===== src/rtl/io_port_unit.sv =====
// rtl/io_port_unit.sv - device I/O stage: input FIFO, held output port, interrupt synchroniser
//
// Purpose:
//   Buffers device words in a small FIFO that feeds the core's inputPort.
//   Holds the last word the core wrote in outputPort, with a valid/ready handshake.
//   Turns an asynchronous irq_req into a pending interrupt level that is cleared by int_ack.
//
// Ports:
//   clk, rst (async, active-low)
//   dev_in_data/dev_in_valid/dev_in_ready    device -> FIFO push side
//   inputPort/in_empty/in_count/port_rd      FIFO head, status and pop strobe for the core
//   port_wr/port_wdata                       core OUT write
//   outputPort/dev_out_valid/dev_out_ready   held word -> device handshake
//   out_overrun/ovf_clr                      sticky overwrite flag and its clear
//   irq_req/interrupt/int_ack                external request, pending level, acknowledge
module io_port_unit #(
  parameter int DATA_W   = 16,
  parameter int IN_DEPTH = 4
) (
  input  logic                        clk,
  input  logic                        rst,
  input  logic [DATA_W-1:0]           dev_in_data,
  input  logic                        dev_in_valid,
  output logic                        dev_in_ready,
  output logic [DATA_W-1:0]           inputPort,
  output logic                        in_empty,
  output logic [$clog2(IN_DEPTH):0]   in_count,
  input  logic                        port_rd,
  input  logic                        port_wr,
  input  logic [DATA_W-1:0]           port_wdata,
  output logic [DATA_W-1:0]           outputPort,
  output logic                        dev_out_valid,
  input  logic                        dev_out_ready,
  output logic                        out_overrun,
  input  logic                        ovf_clr,
  input  logic                        irq_req,
  output logic                        interrupt,
  input  logic                        int_ack
);

  localparam int AW = $clog2(IN_DEPTH);

  // Input FIFO
  logic [DATA_W-1:0] r_mem [IN_DEPTH];
  logic [AW:0]       r_wr_ptr;
  logic [AW:0]       r_rd_ptr;
  logic              w_full;
  logic              w_empty;
  logic              w_push;
  logic              w_pop;

  // Pointers carry one extra wrap bit: equal means empty, differing only in
  // the wrap bit means full.
  assign w_empty = (r_wr_ptr == r_rd_ptr);
  assign w_full  = (r_wr_ptr[AW] != r_rd_ptr[AW]) &&
                   (r_wr_ptr[AW-1:0] == r_rd_ptr[AW-1:0]);

  // Ready depends only on registered state (plus reset), never on port_rd.
  assign dev_in_ready = rst && !w_full;
  assign w_push       = dev_in_valid && dev_in_ready;
  assign w_pop        = port_rd && !w_empty;

  assign in_empty  = w_empty;
  assign in_count  = r_wr_ptr - r_rd_ptr;
  assign inputPort = w_empty ? '0 : r_mem[r_rd_ptr[AW-1:0]];

  always_ff @(posedge clk or negedge rst) begin
    if (!rst) begin
      r_wr_ptr <= '0;
      r_rd_ptr <= '0;
    end else begin
      if (w_push) r_wr_ptr <= r_wr_ptr + 1'b1;
      if (w_pop)  r_rd_ptr <= r_rd_ptr + 1'b1;
    end
  end

  // Storage needs no reset: entries are only visible between valid pointers.
  always_ff @(posedge clk) begin
    if (w_push) r_mem[r_wr_ptr[AW-1:0]] <= dev_in_data;
  end

  // Output register
  logic [DATA_W-1:0] r_out_data;
  logic              r_out_valid;
  logic              r_overrun;
  logic              w_overwrite;

  // Overwrite of a word the device has not taken in this same cycle.
  assign w_overwrite = port_wr && r_out_valid && !dev_out_ready;

  always_ff @(posedge clk or negedge rst) begin
    if (!rst) begin
      r_out_data  <= '0;
      r_out_valid <= 1'b0;
      r_overrun   <= 1'b0;
    end else begin
      if (port_wr) begin
        r_out_data  <= port_wdata;
        r_out_valid <= 1'b1;
      end else if (r_out_valid && dev_out_ready) begin
        r_out_valid <= 1'b0;
      end
      // Set takes priority over clear so a fresh overrun is never masked.
      if (w_overwrite)  r_overrun <= 1'b1;
      else if (ovf_clr) r_overrun <= 1'b0;
    end
  end

  assign outputPort    = r_out_data;
  assign dev_out_valid = r_out_valid;
  assign out_overrun   = r_overrun;

  // Interrupt synchroniser and pending latch
  logic r_sync1;
  logic r_sync2;
  logic r_prev;
  logic r_int;
  logic w_edge;

  assign w_edge = r_sync2 && !r_prev;

  always_ff @(posedge clk or negedge rst) begin
    if (!rst) begin
      r_sync1 <= 1'b0;
      r_sync2 <= 1'b0;
      r_prev  <= 1'b0;
      r_int   <= 1'b0;
    end else begin
      r_sync1 <= irq_req;
      r_sync2 <= r_sync1;
      r_prev  <= r_sync2;
      // A new edge beats a coincident acknowledge so the request is not lost.
      r_int   <= w_edge || (r_int && !int_ack);
    end
  end

  assign interrupt = r_int;

endmodule


===== config.mk =====
export PLATFORM = sky130hd
export DESIGN_NAME = io_port_unit
export DESIGN_NICKNAME = d
export VERILOG_FILES = /design/src/rtl/io_port_unit.sv
export SDC_FILE = /design/constraint.sdc
export NUM_CORES = 1
export LEC_CHECK = 0
export CORE_MARGIN = 5
export CORE_UTILIZATION = 30
export CTS_BUF_LIST = sky130_fd_sc_hd__clkbuf_4 sky130_fd_sc_hd__clkbuf_8 sky130_fd_sc_hd__clkbuf_16
export CTS_CLUSTER_SIZE = 40
export DETAILED_ROUTE_END_ITERATION = 10
export PLACE_DENSITY = 0.6
export SLEW_MARGIN = 20
export SYNTH_ARGS = -nofsm -noshare
export SYNTH_HDL_FRONTEND = slang
export SYNTH_SLANG_ARGS = --single-unit

===== constraint.sdc =====
create_clock -name clk -period 3.79 [get_ports clk]
set_input_delay 0.5685 -clock clk [delete_from_list [all_inputs] [get_ports clk]]
set_output_delay 0.5685 -clock clk [all_outputs]
set_load 0.02 [all_outputs]

==> metrics.md <==
| Metric | Value |
|---|---|
| Postcts setup bufs | `0` |
| Worst EP required | `about 3.2 ns` |
| Min Hold Slack | `~0.35 ns` |
| Fin. Hold Viols | `0` |
| Fmax | `0.333 GHz` |
| HPWL Detailed | `about 5000 microns` |
| Logic pwr share | `a little over two fifths` |
| Int Power | `approximately 2.6 mW` |
| Clock tree buffer depth | `2` |
| Critical Path AT | `2.43 ns` |
| Inst Count DP | `roughly 420` |
| Hold Path Class | `register to register` |
| Core area | `12000 sq um` |
| P_sw | `around 1.3 mW` |
| Area fraction of the dominant cell type after synthesis | `a little over half` |
| DR pass1 iterations | `4` |
| Initial Util | `between 30 and 40%` |
| Met2 wire length | `~3500 microns` |
| CTS tree | `built` |
| Max-slew violations | `0` |
| Routed WL per cell | `~17 microns` |
| Mapped Cells | `~190` |
| H-tree depth | `3` |
| Most frequent cells in the layout | `clkdlybuf4s50_1, edfxtp_1, dfrtp_1, mux2_2` |
| Seq cells post-synth | `92` |
| Post-synthesis sequential area ratio | `between 70% and 80%` |
| Final #Nets | `330` |
| Final WL | `7170 microns` |
| Status | `finished clean` |
| GRT Resource Usage Total | `10.5%` |
| Core Util, Final | `41.4%` |
| Syn Std Cell Area | `between 3000 and 4000 sq um` |
| Multi-input gate area | `~970 sq um` |
| Max-Cap Viols | `0` |
| Largest area contributor in the netlist | `edfxtp_1` |
| Port bufs | `80` |
| Total CTS buffers | `9` |
| Cts repair resizes | `0` |
| Top sig layer | `met4` |
| Seq pwr share | `about a third` |
| # fillers | `1107` |
| Relative slew slack | `a little under half` |
| Worst IR Drop VDD | `between 0.3 and 0.4 mV` |
| Worst-Skew Late Latency | `around 0.33 ns` |
| Die area | `14600 sq um` |
| Clock sinks | `92` |
| Leak pwr | `1.80 nW` |
| Worst slew pin tran | `~0.8 ns` |
| Syn. warnings | `0` |
| RSZ-0062 raised after global routing | `no` |
| Final worst-path cycle share | `between 70% and 80%` |
| Worst setup SP type | `register` |
| Grt ovf | `0` |
| Tmin final | `around 3 ns` |
| Cell Rows | `40` |
| Pwr per Cell Area | `just under 800 nW/um^2` |
| Sw Ratio | `33.0%` |
| DRT antenna net count | `0` |
| Syn Nets | `between 200 and 250` |
| First-pass GRT wire length | `around 12000 microns` |
| TNS Setup | `0 ns` |
| Vias in the first global route | `roughly 2200` |
| Fin cells | `432` |
| Clock share of power | `24.3%` |
| Clk slew on worst S/H paths | `approximately 0.060 ns` |
| Routability cong. | `roughly 0.69` |
| Distinct cells, synth | `27` |
| Met3 wire len | `683 microns` |
| Commonest non-fill, non-tap cell in the layout | `clkdlybuf4s50_1` |
| Critical Path Fanout Max | `17` |
| Critical Path Sink Type | `output port` |
| Wl on met1 | `2900 microns` |
| Post-DP Area | `roughly 4700 sq um` |
| Reg area | `between 2000 and 3000 sq um` |
| # diodes | `0` |
| Root Buffer | `clkbuf_16` |
| Clk_skew | `0.00754 ns` |
| Via count | `between 1500 and 2000` |
| Antenna violations before repair | `0` |
| Width of the die | `~120 microns` |
| DRC | `0` |
| Setup CP Type | `register to output port` |
| Area growth syn-to-layout | `35.2%` |
| Final setup fails | `0` |
| Cell area after layout | `between 4000 and 5000 sq um` |
| Largest net degree at the start of global routing | `20` |
| Synthesized area per cell | `19.2 sq um` |
| Layout cells sized above 1 | `~22%` |
| Die Y | `121 microns` |
| Post-cts hold buffer count | `0` |
| IO Pins | `a little over 80` |
| Synth top area cells | `edfxtp_1, dfrtp_1, mux4_2` |
| Routed vias/inst | `about 4.4` |
| Initial DRC Count | `between 50 and 60` |
worst max-delay path: stages (launching register included):
cell and delay [ns]:
dfrtp_1 0.38, inv_1 0.11, ha_1 0.45, nand2_1 0.16, nor2_2 0.11, buf_4 0.24
clkdlybuf4s50_1 0.64
worst paths after layout:
| kind | from | to | slack, ns | cells past startpoint |
|---|---|---|---|---|
| max in group asynchronous | rst | outputPort[5]$_DFFE_PN0P_ | 2.72 | 2 |
| min | r_sync1$_DFF_PN0_ | r_sync2$_DFF_PN0_ | 0.35 | 0 |
| max reg2reg | r_wr_ptr[0]$_DFFE_PN0P_ | r_mem[3][1]$_DFFE_PP_ | 1.77 | 4 |
| max | r_wr_ptr[0]$_DFFE_PN0P_ | in_empty | 0.79 | 6 |
| min in group asynchronous | rst | outputPort[1]$_DFFE_PN0P_ | 0.52 | 1 |
| min reg2reg | r_sync1$_DFF_PN0_ | r_sync2$_DFF_PN0_ | 0.35 | 0 |
per-layer routing:
metal,vias to the layer above,global-route usage [%]
met3,8,5.10
met1,925,11.9
met4,0,2.97
met5,-,0
li1,900,-
met2,76,17.6
power groups by stage:
stage / Sequential [mW] / Clock (mW) / Combinational, mW
finish: 1.28 / 0.949 / 1.68
CTS: 1.29 / 0.975 / 1.72
global placement: 1.30 / 0 / 1.72
detailed placement: 1.30 / 0 / 1.71
global route: 1.30 / 1.02 / 1.80
floorplan: 1.32 / 0 / 0.997
synth_stat cells (all sizes together):
library cell	n
a21o	1
a21oi	2
a31oi	4
a32o	1
and2	4
buf	7
dfrtp	28
edfxtp	64
fa	1
ha	7
inv	10
mux2	19
mux4	16
nand2	3
nand3	1
nor2	1
nor2b	16
o21ai	2
o22ai	1
xnor2	2
xor2	2
metrics by stage:
stage,power (mW),worst slack (ns)
3_5_place_dp,3.02,1.04
4_1_cts,3.98,0.745
2_1_floorplan,2.32,1.31
5_1_grt,4.13,0.589
6_report,3.91,0.787
3_3_place_gp,3.02,1.06
registers in the layout, summed over array words and instances, names as in the netlist:
signal,cells
r_mem,64
outputPort,16
r_rd_ptr,3
r_wr_ptr,3
dev_out_valid,1
interrupt,1
out_overrun,1
r_prev,1
r_sync1,1
r_sync2,1
kinds of logic (layout without fill, tap and decap cells):
group           Yosys count  in the layout  synth area share [%]
flops                    92             92                  71.3
simple gates             25             25                  4.15
compound gates           11             11                  2.38
mux                      35             35                  15.7
xor+xnor                  4              4                  1.16
fa+ha+maj                 8              8                  2.93
buf+inv                  17            110                  2.38
layout make-up:
class	count	share of cell area [%]
Sequential cell	92	52.7
Multi-Input combinational cell	83	19.5
Clock buffer	9	4.53
Timing Repair Buffer	85	16.9
Inverter	10	0.755
Tap cell	147	3.70
Clock inverter	6	1.94
(Power assumes the default switching activity.)
